`src/rtl/axis_pkt_len_counter_pkg.sv`:
```
// Shared definitions for the packet-length monitor: length-word flag positions
// and the tkeep decode helpers (byte count and contiguity legality).
package axis_len_pkg;

  localparam int LEN_FLAG_BAD_TKEEP = 0;
  localparam int LEN_FLAG_OVERFLOW  = 1;
  localparam int LEN_FLAGS_W        = 2;

  // Helpers take tkeep zero-extended to this width so one function serves every DATA_W.
  localparam int KEEP_MAX_W = 128;
  localparam int KEEP_IDX_W = $clog2(KEEP_MAX_W);

  function automatic int keep_popcount(input logic [KEEP_MAX_W-1:0] keep);
    int cnt;
    cnt = 0;
    for (int i = 0; i < KEEP_MAX_W; i++) begin
      if (keep[i]) begin
        cnt = cnt + 1;
      end else begin
        cnt = cnt;
      end
    end
    return cnt;
  endfunction

  // Walk from the aligned end: once a clear byte is seen, any later set byte is illegal.
  function automatic logic keep_contiguous(input logic [KEEP_MAX_W-1:0] keep,
                                           input int                    keep_w,
                                           input logic                  align_msb);
    logic seen_gap;
    logic ok;
    int   idx;
    seen_gap = 1'b0;
    ok       = 1'b1;
    for (int i = 0; i < KEEP_MAX_W; i++) begin
      if (i < keep_w) begin
        idx = align_msb ? (keep_w - 1 - i) : i;
        if (keep[idx[KEEP_IDX_W-1:0]]) begin
          if (seen_gap) begin
            ok = 1'b0;
          end else begin
            ok = ok;
          end
        end else begin
          seen_gap = 1'b1;
        end
      end else begin
        ok = ok;
      end
    end
    return ok;
  endfunction

endpackage

```
`src/rtl/axis_pkt_len_counter_if.sv`:
```
// Stream and length side-channel interfaces used by the packet-length monitor.
interface axis_stream_if #(
  parameter int DATA_W = 64
) ();
  localparam int KEEP_W = DATA_W / 8;

  logic [DATA_W-1:0] tdata;
  logic [KEEP_W-1:0] tkeep;
  logic              tlast;
  logic              tvalid;
  logic              tready;

  modport master (output tdata, tkeep, tlast, tvalid, input tready);
  modport slave  (input tdata, tkeep, tlast, tvalid, output tready);
endinterface

interface len_stream_if
  import axis_len_pkg::*;
#(
  parameter int LEN_W = 16
) ();
  logic [LEN_W-1:0]       tdata;
  logic [LEN_FLAGS_W-1:0] tuser;
  logic                   tvalid;
  logic                   tready;

  modport master (output tdata, tuser, tvalid, input tready);
  modport slave  (input tdata, tuser, tvalid, output tready);
endinterface

```
`src/rtl/axis_pkt_len_counter_keep_decode.sv`:
```
// Combinational tkeep decode: byte count of one beat and whether its enables
// form a single run from the aligned end.
module axis_keep_decode
  import axis_len_pkg::*;
#(
  parameter int KEEP_W    = 8,
  parameter bit ALIGN_MSB = 1'b1,
  parameter int N_W       = $clog2(KEEP_W) + 1
) (
  input  logic [KEEP_W-1:0] keep_i,
  output logic [N_W-1:0]    n_o,
  output logic              legal_o
);

  logic [KEEP_MAX_W-1:0] keep_ext_s;

  // Widen tkeep and evaluate the shared helpers.
  always_comb begin
    keep_ext_s             = '0;
    keep_ext_s[KEEP_W-1:0] = keep_i;
    n_o                    = N_W'(keep_popcount(keep_ext_s));
    legal_o                = keep_contiguous(keep_ext_s, KEEP_W, ALIGN_MSB);
  end

endmodule

```
`src/rtl/axis_pkt_len_counter.sv`:
```
// Inline AXI-Stream monitor: passes the stream through and emits one saturating
// byte-count word (with bad-tkeep/overflow flags) per packet on a side channel.
module axis_pkt_len_counter
  import axis_len_pkg::*;
#(
  parameter int DATA_W    = 64,
  parameter int LEN_W     = 16,
  parameter bit ALIGN_MSB = 1'b1
) (
  input  logic          clk,
  input  logic          rst_n,
  axis_stream_if.slave  s_axis,
  axis_stream_if.master m_axis,
  len_stream_if.master  len
);

  localparam int KEEP_W = DATA_W / 8;
  localparam int N_W    = $clog2(KEEP_W) + 1;
  localparam int SUM_W  = (LEN_W > N_W) ? (LEN_W + 1) : (N_W + 1);

  logic [LEN_W-1:0]       acc_q, acc_d;
  logic [LEN_FLAGS_W-1:0] flags_q, flags_d;
  logic [LEN_W-1:0]       len_data_q, len_data_d;
  logic [LEN_FLAGS_W-1:0] len_user_q, len_user_d;
  logic                   len_valid_q, len_valid_d;

  logic                   slot_ok_s;
  logic                   fire_s;
  logic [N_W-1:0]         beat_n_s;
  logic                   beat_legal_s;
  logic [SUM_W-1:0]       sum_s;
  logic                   ovf_s;
  logic [LEN_W-1:0]       sat_s;
  logic [LEN_FLAGS_W-1:0] beat_flags_s;

  axis_keep_decode #(
    .KEEP_W    (KEEP_W),
    .ALIGN_MSB (ALIGN_MSB),
    .N_W       (N_W)
  ) u_keep_decode (
    .keep_i  (s_axis.tkeep),
    .n_o     (beat_n_s),
    .legal_o (beat_legal_s)
  );

  // A last beat may only proceed when the length slot is free or draining now.
  assign slot_ok_s     = ~s_axis.tlast | ~len_valid_q | len.tready;
  assign m_axis.tdata  = s_axis.tdata;
  assign m_axis.tkeep  = s_axis.tkeep;
  assign m_axis.tlast  = s_axis.tlast;
  assign m_axis.tvalid = s_axis.tvalid & slot_ok_s;
  assign s_axis.tready = m_axis.tready & slot_ok_s;
  assign fire_s        = s_axis.tvalid & s_axis.tready;

  assign len.tdata  = len_data_q;
  assign len.tuser  = len_user_q;
  assign len.tvalid = len_valid_q;

  // Saturating accumulate and per-beat flags.
  always_comb begin
    sum_s                            = SUM_W'(acc_q) + SUM_W'(beat_n_s);
    ovf_s                            = |sum_s[SUM_W-1:LEN_W];
    sat_s                            = ovf_s ? {LEN_W{1'b1}} : sum_s[LEN_W-1:0];
    beat_flags_s                     = '0;
    beat_flags_s[LEN_FLAG_BAD_TKEEP] = ~beat_legal_s;
    beat_flags_s[LEN_FLAG_OVERFLOW]  = ovf_s;
  end

  // Next state for the accumulator and the length output slot.
  always_comb begin
    acc_d      = acc_q;
    flags_d    = flags_q;
    len_data_d = len_data_q;
    len_user_d = len_user_q;
    if (len_valid_q && len.tready) begin
      len_valid_d = 1'b0;
    end else begin
      len_valid_d = len_valid_q;
    end
    if (fire_s) begin
      if (s_axis.tlast) begin
        len_data_d  = sat_s;
        len_user_d  = flags_q | beat_flags_s;
        len_valid_d = 1'b1;
        acc_d       = '0;
        flags_d     = '0;
      end else begin
        acc_d   = sat_s;
        flags_d = flags_q | beat_flags_s;
      end
    end else begin
      acc_d = acc_q;
    end
  end

  // State registers with synchronous active-low reset.
  always_ff @(posedge clk) begin
    if (!rst_n) begin
      acc_q       <= '0;
      flags_q     <= '0;
      len_data_q  <= '0;
      len_user_q  <= '0;
      len_valid_q <= 1'b0;
    end else begin
      acc_q       <= acc_d;
      flags_q     <= flags_d;
      len_data_q  <= len_data_d;
      len_user_q  <= len_user_d;
      len_valid_q <= len_valid_d;
    end
  end

endmodule

```
`src/flat_wrapper.sv`:
```
// flat-port wrapper written by rule: the top's interface ports become plain ports
module axis_pkt_len_counter_flat import axis_len_pkg::*;
#(
  parameter int DATA_W    = 64,
  parameter int LEN_W     = 16,
  parameter bit ALIGN_MSB = 1'b1
)
  (clk, rst_n, s_axis_tdata, s_axis_tkeep, s_axis_tlast, s_axis_tvalid, s_axis_tready, m_axis_tdata, m_axis_tkeep, m_axis_tlast, m_axis_tvalid, m_axis_tready, len_tdata, len_tuser, len_tvalid, len_tready);
  axis_stream_if #(.DATA_W(DATA_W)) s_axis_i ();
  axis_stream_if #(.DATA_W(DATA_W)) m_axis_i ();
  len_stream_if #(.LEN_W(LEN_W)) len_i ();
  input  logic clk;
  input  logic rst_n;
  input wire logic [$bits(s_axis_i.tdata)-1:0] s_axis_tdata;
  input wire logic [$bits(s_axis_i.tkeep)-1:0] s_axis_tkeep;
  input wire logic [$bits(s_axis_i.tlast)-1:0] s_axis_tlast;
  input wire logic [$bits(s_axis_i.tvalid)-1:0] s_axis_tvalid;
  output wire logic [$bits(s_axis_i.tready)-1:0] s_axis_tready;
  output wire logic [$bits(m_axis_i.tdata)-1:0] m_axis_tdata;
  output wire logic [$bits(m_axis_i.tkeep)-1:0] m_axis_tkeep;
  output wire logic [$bits(m_axis_i.tlast)-1:0] m_axis_tlast;
  output wire logic [$bits(m_axis_i.tvalid)-1:0] m_axis_tvalid;
  input wire logic [$bits(m_axis_i.tready)-1:0] m_axis_tready;
  output wire logic [$bits(len_i.tdata)-1:0] len_tdata;
  output wire logic [$bits(len_i.tuser)-1:0] len_tuser;
  output wire logic [$bits(len_i.tvalid)-1:0] len_tvalid;
  input wire logic [$bits(len_i.tready)-1:0] len_tready;
  assign s_axis_i.tdata = s_axis_tdata;
  assign s_axis_i.tkeep = s_axis_tkeep;
  assign s_axis_i.tlast = s_axis_tlast;
  assign s_axis_i.tvalid = s_axis_tvalid;
  assign s_axis_tready = s_axis_i.tready;
  assign m_axis_tdata = m_axis_i.tdata;
  assign m_axis_tkeep = m_axis_i.tkeep;
  assign m_axis_tlast = m_axis_i.tlast;
  assign m_axis_tvalid = m_axis_i.tvalid;
  assign m_axis_i.tready = m_axis_tready;
  assign len_tdata = len_i.tdata;
  assign len_tuser = len_i.tuser;
  assign len_tvalid = len_i.tvalid;
  assign len_i.tready = len_tready;
  axis_pkt_len_counter #(.DATA_W(DATA_W), .LEN_W(LEN_W), .ALIGN_MSB(ALIGN_MSB)) u_core (.clk(clk), .rst_n(rst_n), .s_axis(s_axis_i), .m_axis(m_axis_i), .len(len_i));
endmodule
```
`config.mk`:
```
export PLATFORM = sky130hd
export DESIGN_NAME = axis_pkt_len_counter_flat
export DESIGN_NICKNAME = d
export VERILOG_FILES = /design/src/rtl/axis_pkt_len_counter_pkg.sv /design/src/rtl/axis_pkt_len_counter_if.sv /design/src/rtl/axis_pkt_len_counter_keep_decode.sv /design/src/rtl/axis_pkt_len_counter.sv /design/src/flat_wrapper.sv
export SDC_FILE = /design/constraint.sdc
export NUM_CORES = 1
export LEC_CHECK = 0
export CAP_MARGIN = 15
export CELL_PAD_IN_SITES_DETAIL_PLACEMENT = 1
export CELL_PAD_IN_SITES_GLOBAL_PLACEMENT = 1
export CORE_MARGIN = 2
export CORE_UTILIZATION = 25
export DETAILED_ROUTE_END_ITERATION = 12
export PLACE_DENSITY = 0.78
export RECOVER_POWER = 50
export SYNTH_ARGS = -nofsm -noshare
export SYNTH_HDL_FRONTEND = slang
export SYNTH_SLANG_ARGS = --single-unit
```
`constraint.sdc`:
```
create_clock -name clk -period 15.8 [get_ports clk]
set_input_delay 1.58 -clock clk [delete_from_list [all_inputs] [get_ports clk]]
set_output_delay 1.58 -clock clk [all_outputs]
set_load 0.005 [all_outputs]
```
==> flow_summary.toml <==
[clock_network]
cts_tree = "yes"
cts-htree-levels = 2
clk_latency_ns = 0.27
ctsResizeCount = 0
cts_buffer_depth = 2
cts_buffers = 5
postCtsSetupBuffers = 0
clk_pin_slew_ns = 0.06
cts_hold_buf = 0
clockRootBuffer = "clkbuf_16"
cts.sinks = 37

[die]
rows = 40
chipHeight_um = 116
start_util_pct = 25.8
ios = 172
core_area_um2 = 12100
die_area_um2 = 13400
die_w_um = 116

[logic_synthesis]
avgSynthCellArea_um2 = 8.15
synth_flop_cell = "dfxtp_1"
synth-edff-count = 0
yosysSeqAreaShare_pct = 23.7
netlist_area_um2 = 3130
synth_nets = 475
async_flop_share_pct = 0
ys_seq_elements = 37
synthDistinctLibCells = 64
ys.warnings.count = 0
syn_inst = 384

[detailed_routing]
drt_iter0_markers = 117
first_pass_iters = 4
ant_nets = 0
drt-wirelength-per-cell_um = 14.9
drt-total-wl_mm = 7.53
viasPerCell = 4.82
drc = 0
num_vias = 2437

[sta]
setup_slack_ns = 8.36
timing.fmax_mhz = 134
skew_ns = 0.00421
setup_violations = 0
period_share_pct = 47.1
setup-tns-final_ns = 0
slew_violations = 0
slew_headroom_pct = 27.2
rsz0062_at_grt = "false"
period_minus_slack_ns = 7.44
tightest_slew_ns = 1.09
hold_viol_final = 0

[global_routing]
grt_antenna_before_repair = 0
grt_remaining_overflow = 0
grt_pass1_vias = 2561
grt_usage_pct = 11.6
grt_max_degree = 34
grt_pass1_wl_mm = 12.7

[placement]
place.gp.congestion = 0.829
io_buffers = 43
place_ws_ns = 8.14
dp_hpwl_mm = 5.70

[setup_path]
cp-end-kind = "register"
cp-start-kind = "primary input"
worstPathArrival_ns = 7.66
crit_path_end = "u_core.acc_q[6]"
worstReg2RegEnd = "u_core.acc_q[6]"
crit_start = "s_axis_tkeep[0]"
criticalPathCategory = "in -> reg"
reg2regPathDepth = 9
r2r_setup_slack_ns = 12.93
r2r-start = "u_core.acc_q[0]"
cp.required_ns = 16.01
crit_path_max_fanout = 16

[power_and_ir_drop]
finalPower_w = 0.000280
leakage_nw = 1.31
ir_worst_vdd_mv = 0.0346
p_per_area_nw_per_um2 = 86.3

[cells_and_area]
fillCellCount = 1467
area_growth_pct = 3.68
layout.nets = 428
n_antenna_cell = 0
final_common_cell = "dfxtp_1"
fin_util_pct = 26.8
final_layout_size_suffix_gt1_share_pct = 8.28
final_cell_mix = "dfxtp_1, clkdlybuf4s50_1, nand2_1"

[min_path]
hold_path.class = "reg -> reg"
holdPathStages = 2

[status]
outcome = "completed"

[flow_run]
drv_cap = 0
==> report_power, final <==
group	switching (W)	internal (W)
clock	0.0000361	0.0000579
sequential	0.00000178	0.0000965
combinational	0.0000474	0.0000403
total	0.0000852	0.000195
==> synthesized netlist by cell type, types with 4 or more instances <==
cell type | instances | area [µm²]
a31oi_1 | 7 | 43.8
ha_1 | 12 | 150
and3_1 | 10 | 62.6
dfxtp_1 | 37 | 741
o21ai_0 | 15 | 75.1
o221a_2 | 5 | 56.3
nor3_1 | 5 | 25.0
nor2b_1 | 6 | 37.5
buf_4 | 73 | 548
a22oi_1 | 4 | 30.0
nand3_1 | 13 | 65.1
nand2_1 | 22 | 82.6
nor2_1 | 20 | 75.1
and2_1 | 12 | 75.1
xnor2_1 | 10 | 87.6
a21oi_1 | 16 | 80.1
clkbuf_1 | 13 | 48.8
xor2_1 | 11 | 96.3
o21ai_1 | 6 | 30.0
o211a_1 | 5 | 50.1
buf_2 | 9 | 45.0
inv_1 | 12 | 45.0
mux2i_1 | 4 | 40.0
==> flip-flops by register name, summed over array words and instances (netlist names) <==
name,count
u_core.len.tvalid,1
u_core.acc_q,16
u_core.flags_q,2
u_core.len.tuser,2
u_core.len.tdata,16
==> cell type report <==
cell class | instances | area [µm²] | area share [%]
Timing Repair Buffer | 43 | 430 | 13.3
Clock inverter | 2 | 10.0 | 0.309
Inverter | 14 | 55.1 | 1.70
Clock buffer | 6 | 129 | 3.97
Sequential cell | 37 | 741 | 22.8
Multi-Input combinational cell | 236 | 1670 | 51.4
Tap cell | 168 | 210 | 6.48
==> layer usage <==
metal  GRT usage (%)  wire [µm]  vias up
li1                -          -     1162
met1            14.4       3300     1183
met2            19.9       3710       66
met3            3.03        406       26
met4            3.17        116        0
met5               0          0        -
==> worst min path at each step <==
stage                     from         endpoint  slack, ns
2_1_floorplan  u_core.acc_q[0]  u_core.acc_q[0]       0.43
3_3_place_gp   u_core.acc_q[0]  u_core.acc_q[0]       0.45
3_5_place_dp   u_core.acc_q[0]  u_core.acc_q[0]       0.47
4_1_cts        u_core.acc_q[0]  u_core.acc_q[0]       0.48
5_1_grt        u_core.acc_q[0]  u_core.acc_q[0]       0.51
6_report       u_core.acc_q[0]  u_core.acc_q[0]       0.48
==> worst max-delay path, cell delays in order <==
cell and delay (ns):
clkdlybuf4s50_1 0.57, inv_1 0.09, ha_1 0.42, xnor2_2 0.34, inv_2 0.14, ha_1 0.38
nand3b_1 0.13, mux2i_1 0.10, a221oi_1 0.31, inv_1 0.09, ha_1 0.34, xor2_1 0.17
nand3_1 0.09, o221a_2 0.20, inv_1 0.04, ha_1 0.28, a21oi_1 0.09, fa_1 0.49
nor2b_1 0.15, o21a_1 0.20, o21a_1 0.32, nand3_1 0.51, a41oi_1 0.40, o221a_2 0.21
==> stage by stage <==
step                area, µm²  hold slack, ns  cells
CTS                      3240           0.476    506
detailed placement       3110           0.468    498
floorplan                3130           0.434    384
global route             3240           0.508    506
finish                   3240           0.477    506
global placement         3110           0.447    498
==> cells by family after synthesis <==
kind of cell               after synthesis  synth area share [%]
AOI/OAI and AO/OA                       89                  20.4
xor gates and xnor gates                25                  8.32
adders and majority gates               14                  5.80
buffers and inverters                  111                  23.0
DFF                                     37                  23.7
muxes                                    6                  2.12
and+or+nand+nor                        102                  16.7
(Power assumes the default switching activity.)
